$ cat config.mk
export PLATFORM = sky130hd
export DESIGN_NAME = serial_add_sub_flat
export DESIGN_NICKNAME = d
export VERILOG_FILES = /design/src/rtl/serial_add_sub_if.sv /design/src/rtl/serial_add_sub.sv /design/src/flat_wrapper.sv
export SDC_FILE = /design/constraint.sdc
export NUM_CORES = 1
export LEC_CHECK = 0
export ABC_CLOCK_PERIOD_IN_PS = 2300
export CAP_MARGIN = 20
export CORE_MARGIN = 5
export CORE_UTILIZATION = 40
export CTS_CLUSTER_DIAMETER = 40
export DETAILED_ROUTE_END_ITERATION = 8
export MAX_ROUTING_LAYER = met4
export SLEW_MARGIN = 0
export SYNTH_ARGS = -nofsm -noshare
export SYNTH_HDL_FRONTEND = slang
export SYNTH_SLANG_ARGS = --single-unit
$ cat constraint.sdc
create_clock -name clk -period 2.3 [get_ports clk]
set_input_delay 0.345 -clock clk [delete_from_list [all_inputs] [get_ports clk]]
set_output_delay 0.345 -clock clk [all_outputs]
set_load 0.02 [all_outputs]
$ cat src/rtl/serial_add_sub_if.sv
// ============================================================================
// Module   : serial_add_sub_if
// Purpose  : start/done handshake and operand/result bundle for serial_add_sub
// Revision : 1.0
// ============================================================================
`default_nettype none

interface serial_add_sub_if #(
  parameter int WIDTH = 8
);
  logic             start;
  logic             op_sub;
  logic [WIDTH-1:0] a;
  logic [WIDTH-1:0] b;
  logic             busy;
  logic             done;
  logic [WIDTH-1:0] result;
  logic             carry_out;
  logic             overflow;

  modport master (
    output start, op_sub, a, b,
    input  busy, done, result, carry_out, overflow
  );

  modport slave (
    input  start, op_sub, a, b,
    output busy, done, result, carry_out, overflow
  );
endinterface

`default_nettype wire

$ cat src/rtl/serial_add_sub.sv
// ============================================================================
// Module   : serial_add_sub
// Purpose  : bit-serial adder/subtractor, one full-adder cell reused LSB first
// Revision : 1.0
// ============================================================================
`default_nettype none

module serial_add_sub #(
  parameter int WIDTH = 8
) (
  input  wire logic         clk,
  input  wire logic         rst_n,
  serial_add_sub_if.slave   bus
);

  localparam int CNT_W = (WIDTH > 2) ? $clog2(WIDTH) : 1;

  localparam logic [1:0] S_IDLE = 2'd0;
  localparam logic [1:0] S_RUN  = 2'd1;
  localparam logic [1:0] S_DONE = 2'd2;

  logic [1:0]       r_state;
  logic [WIDTH-1:0] r_sh_a;
  logic [WIDTH-1:0] r_sh_b;
  logic [WIDTH-1:0] r_result;
  logic [CNT_W-1:0] r_cnt;
  logic             r_carry;
  logic             r_busy;
  logic             r_done;
  logic             r_carry_out;
  logic             r_overflow;

  logic w_sum;
  logic w_cout;
  logic w_last;

  assign w_sum  = r_sh_a[0] ^ r_sh_b[0] ^ r_carry;
  assign w_cout = (r_sh_a[0] & r_sh_b[0]) | (r_sh_a[0] & r_carry) | (r_sh_b[0] & r_carry);
  assign w_last = (r_cnt == CNT_W'(WIDTH - 1));

  always_ff @(posedge clk or negedge rst_n) begin
    if (!rst_n) begin
      r_state     <= S_IDLE;
      r_sh_a      <= '0;
      r_sh_b      <= '0;
      r_result    <= '0;
      r_cnt       <= '0;
      r_carry     <= 1'b0;
      r_busy      <= 1'b0;
      r_done      <= 1'b0;
      r_carry_out <= 1'b0;
      r_overflow  <= 1'b0;
    end else begin
      r_done <= 1'b0;
      case (r_state)
        S_IDLE: begin
          if (bus.start) begin
            // Subtraction is A + ~B + 1: the +1 enters as the initial carry.
            r_sh_a      <= bus.a;
            r_sh_b      <= bus.op_sub ? ~bus.b : bus.b;
            r_carry     <= bus.op_sub;
            r_cnt       <= '0;
            r_result    <= '0;
            r_carry_out <= 1'b0;
            r_overflow  <= 1'b0;
            r_busy      <= 1'b1;
            r_state     <= S_RUN;
          end
        end
        S_RUN: begin
          r_result <= {w_sum, r_result[WIDTH-1:1]};
          r_sh_a   <= r_sh_a >> 1;
          r_sh_b   <= r_sh_b >> 1;
          r_carry  <= w_cout;
          if (w_last) begin
            // r_carry here is the carry into the MSB; flags are registered
            // now so they are already valid during the DONE cycle.
            r_carry_out <= w_cout;
            r_overflow  <= w_cout ^ r_carry;
            r_busy      <= 1'b0;
            r_done      <= 1'b1;
            r_state     <= S_DONE;
          end else begin
            r_cnt <= r_cnt + CNT_W'(1);
          end
        end
        S_DONE: begin
          r_state <= S_IDLE;
        end
        default: begin
          r_state <= S_IDLE;
        end
      endcase
    end
  end

  assign bus.busy      = r_busy;
  assign bus.done      = r_done;
  assign bus.result    = r_result;
  assign bus.carry_out = r_carry_out;
  assign bus.overflow  = r_overflow;

endmodule

`default_nettype wire

$ cat src/flat_wrapper.sv
// flat-port wrapper written by rule: the top's interface ports become plain ports
module serial_add_sub_flat 
#(
  parameter int WIDTH = 8
)
  (clk, rst_n, bus_start, bus_op_sub, bus_a, bus_b, bus_busy, bus_done, bus_result, bus_carry_out, bus_overflow);
  serial_add_sub_if #(.WIDTH(WIDTH)) bus_i ();
  input  wire logic clk;
  input  wire logic rst_n;
  input wire logic [$bits(bus_i.start)-1:0] bus_start;
  input wire logic [$bits(bus_i.op_sub)-1:0] bus_op_sub;
  input wire logic [$bits(bus_i.a)-1:0] bus_a;
  input wire logic [$bits(bus_i.b)-1:0] bus_b;
  output wire logic [$bits(bus_i.busy)-1:0] bus_busy;
  output wire logic [$bits(bus_i.done)-1:0] bus_done;
  output wire logic [$bits(bus_i.result)-1:0] bus_result;
  output wire logic [$bits(bus_i.carry_out)-1:0] bus_carry_out;
  output wire logic [$bits(bus_i.overflow)-1:0] bus_overflow;
  assign bus_i.start = bus_start;
  assign bus_i.op_sub = bus_op_sub;
  assign bus_i.a = bus_a;
  assign bus_i.b = bus_b;
  assign bus_busy = bus_i.busy;
  assign bus_done = bus_i.done;
  assign bus_result = bus_i.result;
  assign bus_carry_out = bus_i.carry_out;
  assign bus_overflow = bus_i.overflow;
  serial_add_sub #(.WIDTH(WIDTH)) u_core (.clk(clk), .rst_n(rst_n), .bus(bus_i));
endmodule
==> impl_metrics.env, run 1 <==
export IMPL_mappedNetlistArea_mm2=0.001623
export IMPL_timing_critical_path_arrival_ps=1970
export IMPL_clk_sinks=34
export IMPL_grt_overflow_total=0
export IMPL_fp_dieH_um=73.70
export IMPL_synth_largest_type_area_fraction=0.5243
export IMPL_timing_max_slew_rel_slack=0.6118
export IMPL_antenna_left=0
export IMPL_synth_yosys_warnings=0
export IMPL_fin_skew_ps=5.083
export IMPL_path_delay_family="adder cells"
export IMPL_grt_pass1_vias=1257
export IMPL_latest_clock_arrival_within_the_worst_skew_pair_ps=290
export IMPL_worstPathBufferInverterCount=0
export IMPL_area_growth_pct=27.91
export IMPL_critical_path_reg2reg_startpoint="u_core.r_cnt[0]"
export IMPL_first_pass_grt_wire_length_um=5782
export IMPL_clock_tree_from_tritoncts="yes"
export IMPL_grt_setup_unrepaired="false"
export IMPL_worst_path_most_repeated_cell="sky130_fd_sc_hd__ha_1"
export IMPL_layout_cells_sized_above_1=0.08333
export IMPL_setup_total_negative_slack_ps=0
export IMPL_placement_setup_worst_slack_ps=450.8
export IMPL_cts_htree_levels=2
export IMPL_critPathLaunch="u_core.r_cnt[0]"
export IMPL_clock_fmax_mhz=554.6
export IMPL_timing_critical_path_depth=5
export IMPL_start_util=0.4086
export IMPL_start_kind="register"
export IMPL_synth_area_leaders="sky130_fd_sc_hd__dfrtp_1, sky130_fd_sc_hd__mux2i_1, sky130_fd_sc_hd__a22o_1"
export IMPL_crit_chain="ha_1, ha_1, nand2b_1, a21oi_2, mux2_2"
export IMPL_detailroute_via_count=1200
export IMPL_dominantRegCellSynth="sky130_fd_sc_hd__dfrtp_1"
export IMPL_cts_repair_resize_count=0
export IMPL_most_common_library_cells_after_synthesis="sky130_fd_sc_hd__dfrtp_1, sky130_fd_sc_hd__o21ai_0, sky130_fd_sc_hd__nand2_1"
export IMPL_setup_worst_path_class="register to register"
export IMPL_fin_crit_sh=0.7839
export IMPL_r2r_cells=5
export IMPL_worstReg2RegEnd="u_core.r_cnt[0]"
export IMPL_synth_top_area_cell="sky130_fd_sc_hd__dfrtp_1"
export IMPL_gp_congestion=0.7303
export IMPL_synth_avg_cell_area_um2=11.12
export IMPL_final_critical_path_setup_slack_ps=497.0
export IMPL_post_layout_utilization_of_the_core=0.5227
export IMPL_r2r_setup_slack_ps=500
export IMPL_synth_cell_types=27
export IMPL_postSynthCellCount=146
export IMPL_period_minus_slack_ps=1803
export IMPL_maxCapViolCount=0
export IMPL_timing_critical_path_to="u_core.r_cnt[0]"
export IMPL_cp_required_ps=2470
export IMPL_synth_nets=169
export IMPL_synth_most_common_cell="sky130_fd_sc_hd__dfrtp_1"
export IMPL_clock_transition_at_path_regs_ps=70
export IMPL_insertedDiodeCount=0
export IMPL_finalMaxSlewViolations=0
export IMPL_cts_path_max_buffers=2
export IMPL_avgRoutedWirePerCell_um=14.63
export IMPL_design_final_nets=202
export IMPL_row_count=23
export IMPL_inserted_clock_buffers=5
export IMPL_clk_root_buffer_cell="sky130_fd_sc_hd__clkbuf_8"
export IMPL_crit_fanout=6
export IMPL_cpMaxStageDelayCell="sky130_fd_sc_hd__dfrtp_1"
export IMPL_grt_antenna_before_repair=0
export IMPL_cts_setup_buffers=0
export IMPL_placement_io_buffers=31
export IMPL_power_mw=2.508
export IMPL_vdd_drop_max_v=0.0005964
export IMPL_endpoint_kind="register"
export IMPL_hold_buffers=0
export IMPL_dpl_hpwl_um=2333
export IMPL_core_area_mm2=0.003971
export IMPL_number_of_placed_instances_with_taps_included=222
export IMPL_detail_route_first_pass_iterations=4
export IMPL_postSynth_asyncResetShare=1.000
export IMPL_die_x_um=73.70
export IMPL_floorplan_die_area_mm2=0.005431
export IMPL_worst_path_largest_cell_delay_ps=400
export IMPL_drc_errors=0
export IMPL_outcome="finished, final reports clean"
export IMPL_static_power_due_to_leakage_nw=0.9160
export IMPL_synth_enable_flop_cells=0
export IMPL_gr_usage_all_layers=0.1422
export IMPL_finalNonFillerCells=230
export IMPL_design_portCount=32
export IMPL_worstMarginPinSlew_ps=582.3
export IMPL_hp_class="input port to asynchronous set/reset pin"
export IMPL_timing_hold_violations_final=0
export IMPL_powerDensity_mw_per_mm2=1208
export IMPL_grt_max_degree=35
export IMPL_detail_route_vias_per_cell=5.217
export IMPL_route_final_wire_length_um=3366
export IMPL_flip_flop_and_latch_count_after_synthesis=34
export IMPL_initialDrtViolationCount=75
export IMPL_synth_yosys_seq_area_share=0.5243
export IMPL_finalSetupViolCount=0
[worst min-delay path by stage]
stage / slack (ps) / endpoint / cells after the start
6_report: 460 / u_core.bus.result[6] / 2
5_1_grt: 500 / u_core.r_sh_a[5] / 2
4_1_cts: 470 / u_core.bus.result[6] / 2
3_5_place_dp: 470 / u_core.r_sh_a[5] / 2
3_3_place_gp: 460 / u_core.r_sh_a[3] / 2
2_1_floorplan: 50 / u_core.bus.busy / 0
[per-stage QoR]
step                area, um2  hold slack, ps
finish                   2076           459.2
global route             2076           504.5
CTS                      2076           472.0
detailed placement       1984           471.2
global placement         1984           463.5
floorplan                1623           49.41
[final cells by class]
type,instances,area [um2]
fillers,352,1896
multi-input cells,92,685.7
flip-flops and latches,34,850.8
clock buffers,7,86.33
inverters,10,37.54
well taps,50,62.56
clock inverters,1,5.005
repair buffers,36,347.8
[power by group]
| group | switching [mW] | total [mW] | internal [mW] |
|---|---|---|---|
| logic | 0.485 | 1.01 | 0.523 |
| registers | 0.209 | 1.05 | 0.841 |
| clock network | 0.209 | 0.450 | 0.241 |
[registers in the layout, summed over array words and instances, names as in the netlist]
| signal | cells |
|---|---|
| u_core.r_sh_b | 8 |
| u_core.r_sh_a | 8 |
| u_core.bus.busy | 1 |
| u_core.r_carry | 1 |
| u_core.bus.result | 8 |
| u_core.r_state | 2 |
| u_core.bus.carry_out | 1 |
| u_core.r_cnt | 3 |
| u_core.bus.done | 1 |
| u_core.bus.overflow | 1 |
[layer usage]
metal | track usage | wire, um | up-vias
li1 | - | - | 584
met1 | 0.1769 | 1523 | 587
met2 | 0.2175 | 1640 | 24
met3 | 0.04788 | 159 | 5
met4 | 0.04628 | 42 | 0
met5 | - | 0 | -
[placed cells by master (no fill, tap or decap)]
cell	instances
sky130_fd_sc_hd__buf_4	5
sky130_fd_sc_hd__a21oi_1	3
sky130_fd_sc_hd__a21oi_2	1
sky130_fd_sc_hd__xor2_1	2
sky130_fd_sc_hd__a22o_1	10
sky130_fd_sc_hd__nor2b_1	6
sky130_fd_sc_hd__nand2b_1	2
sky130_fd_sc_hd__o21ai_0	13
sky130_fd_sc_hd__a32oi_1	1
sky130_fd_sc_hd__a221o_1	6
sky130_fd_sc_hd__a22oi_1	2
sky130_fd_sc_hd__clkbuf_1	1
sky130_fd_sc_hd__o211ai_1	1
sky130_fd_sc_hd__clkbuf_8	6
sky130_fd_sc_hd__o21bai_1	1
sky130_fd_sc_hd__fa_1	1
sky130_fd_sc_hd__ha_1	2
sky130_fd_sc_hd__nor2_1	2
sky130_fd_sc_hd__and2_1	2
sky130_fd_sc_hd__or3b_1	1
sky130_fd_sc_hd__nand2_1	12
sky130_fd_sc_hd__dfrtp_1	34
sky130_fd_sc_hd__clkinv_2	1
sky130_fd_sc_hd__xnor2_1	7
sky130_fd_sc_hd__inv_1	10
sky130_fd_sc_hd__mux2i_1	9
sky130_fd_sc_hd__mux2_2	1
sky130_fd_sc_hd__o32ai_1	6
sky130_fd_sc_hd__clkdlybuf4s50_1	31
sky130_fd_sc_hd__nor2b_2	1
[kinds of logic after synthesis]
| logic type | count (synthesis) | share of synthesized area |
|---|---|---|
| and+or+nand+nor | 26 | 0.08018 |
| xor gates and xnor gates | 9 | 0.04858 |
| DFF | 34 | 0.5243 |
| buffers and inverters | 20 | 0.05474 |
| muxes | 10 | 0.06245 |
| adders and majority gates | 3 | 0.02775 |
| AOI/OAI and AO/OA | 44 | 0.2020 |
Power figures use the tool's default switching activity.
==> run 2, diff against run 1 <==
ABC_CLOCK_PERIOD_IN_PS = 1600   (was 2300)
PLACE_DENSITY = 0.67   (was unset)
clock period = 1.6 ns   (was 2.3 ns; I/O delays follow)
==> impl_metrics.env, run 2 (synthesis results as in run 1) <==
export IMPL_outcome="finished, final reports clean"
export IMPL_detail_route_vias_per_cell=5.287
export IMPL_layout_cells_sized_above_1=0.1337
export IMPL_clk_root_buffer_cell="sky130_fd_sc_hd__clkbuf_8"
export IMPL_floorplan_die_area_mm2=0.005431
export IMPL_drc_errors=0
export IMPL_row_count=23
export IMPL_grt_max_degree=35
export IMPL_latest_clock_arrival_within_the_worst_skew_pair_ps=280
export IMPL_vdd_drop_max_v=0.0009660
export IMPL_layout_common_cells="sky130_fd_sc_hd__dfrtp_1, sky130_fd_sc_hd__clkdlybuf4s50_1, sky130_fd_sc_hd__o21ai_0"
export IMPL_finalSetupViolCount=0
export IMPL_antenna_left=0
export IMPL_design_final_nets=211
export IMPL_clk_sinks=34
export IMPL_die_x_um=73.70
export IMPL_placement_io_buffers=31
export IMPL_cts_htree_levels=2
export IMPL_avgRoutedWirePerCell_um=15.15
export IMPL_clock_tree_from_tritoncts="yes"
export IMPL_crit_fanout=3
export IMPL_design_portCount=32
export IMPL_cts_path_max_buffers=2
export IMPL_grt_overflow_total=0
export IMPL_worstMarginPinSlew_ps=422.2
export IMPL_hold_buffers=0
export IMPL_static_power_due_to_leakage_nw=0.9647
export IMPL_final_area_mm2=0.002168
export IMPL_clock_fmax_mhz=652.7
export IMPL_timing_max_slew_rel_slack=0.7185
export IMPL_area_growth_pct=33.62
export IMPL_first_pass_grt_wire_length_um=6223
export IMPL_detailroute_via_count=1253
export IMPL_setup_total_negative_slack_ps=0
export IMPL_gp_congestion=0.7957
export IMPL_clock_transition_at_path_regs_ps=70
export IMPL_timing_critical_path_arrival_ps=1700
export IMPL_layout_commonest_cell="sky130_fd_sc_hd__dfrtp_1"
export IMPL_insertedDiodeCount=0
export IMPL_dpl_hpwl_um=2558
export IMPL_route_final_wire_length_um=3591
export IMPL_finalMaxSlewViolations=0
export IMPL_detail_route_first_pass_iterations=4
export IMPL_start_kind="register"
export IMPL_hp_class="input port to asynchronous set/reset pin"
export IMPL_initialDrtViolationCount=108
export IMPL_cp_required_ps=1770
export IMPL_maxCapViolCount=0
export IMPL_gr_usage_all_layers=0.1547
export IMPL_endpoint_kind="register"
export IMPL_inserted_clock_buffers=5
export IMPL_fin_crit_sh=0.9576
export IMPL_core_area_mm2=0.003971
export IMPL_finalNonFillerCells=237
export IMPL_period_minus_slack_ps=1532
export IMPL_grt_antenna_before_repair=0
export IMPL_grt_setup_unrepaired="false"
export IMPL_setup_worst_path_class="register to register"
export IMPL_fp_dieH_um=73.70
export IMPL_grt_pass1_vias=1340
export IMPL_timing_hold_violations_final=0
export IMPL_dpl_instance_area_mm2=0.002076
export IMPL_start_util=0.4086
export IMPL_number_of_placed_instances_with_taps_included=230
export IMPL_fin_skew_ps=3.934
export IMPL_powerDensity_mw_per_mm2=1733
## run 2: cell count changes in the layout (fill, tap and decap cells not counted), sizes merged
cell	previous run	this run
buf	5	14
clkbuf	7	6
clkinv	1	0
## run 2: report_power, final
part | internal, mW | switching (mW) | leakage [nW] | total (mW)
Clock | 0.332 | 0.287 | 0.0431 | 0.619
Combinational | 0.883 | 0.788 | 0.486 | 1.67
Sequential | 1.21 | 0.258 | 0.436 | 1.47
## run 2: cell type report
type                       instances  area (um2)
fill                             361        1803
sequential                        34       850.8
multi-input combinational         92       694.4
timing repair buffer              45       440.4
clock buffer                       6       82.58
tap                               50       62.56
inverter                          10       37.54
## run 2: per-stage QoR
stage	setup slack, ps	hold WS (ps)	utilization	total power [mW]
final	67.87	356.2	0.5460	3.757
after global routing	9.081	398.2	0.5460	4.037
after CTS	27.04	372.7	0.5435	3.770
after detailed placement	-17.79	475.8	0.5227	3.147
after global placement	41.04	463.8	0.5227	3.050
after floorplan	11.40	-55.59	-	2.469
## run 2: final timing paths
kind                             startpoint                   end  slack [ps]  depth (start not counted)
max                         u_core.r_cnt[0]       u_core.r_cnt[0]          70                          5
min                                   rst_n  u_core.bus.result[5]         360                          2
max reg2reg                 u_core.r_cnt[0]       u_core.r_cnt[0]          70                          5
min reg2reg                u_core.r_sh_a[2]      u_core.r_sh_a[2]         490                          2
max in group asynchronous             rst_n      u_core.r_sh_b[7]         940                          2
min in group clk           u_core.r_sh_a[2]      u_core.r_sh_a[2]         490                          2
## run 2: timing repair
| item | 4_1_cts | 5_1_grt |
|---|---|---|
| buffers inserted | 0 | 1 |
| resized for setup | 0 | 1 |
| endpoints found under the setup margin | 0 | 4 |
## run 2: per-layer routing
metal	vias to the layer above	global-route usage	wire length, um
met1	619	0.1893	1561
li1	600	-	-
met3	4	0.03830	142
met2	30	0.2451	1842
met4	0	0.06036	44
met5	-	-	0
## run 2: critical path, cell delays in order (launching register included)
cell and delay [ps]:
sky130_fd_sc_hd__dfrtp_1 410, sky130_fd_sc_hd__ha_2 190, sky130_fd_sc_hd__ha_2 170, sky130_fd_sc_hd__nand2b_1 160, sky130_fd_sc_hd__a21oi_2 180, sky130_fd_sc_hd__mux2_4 310
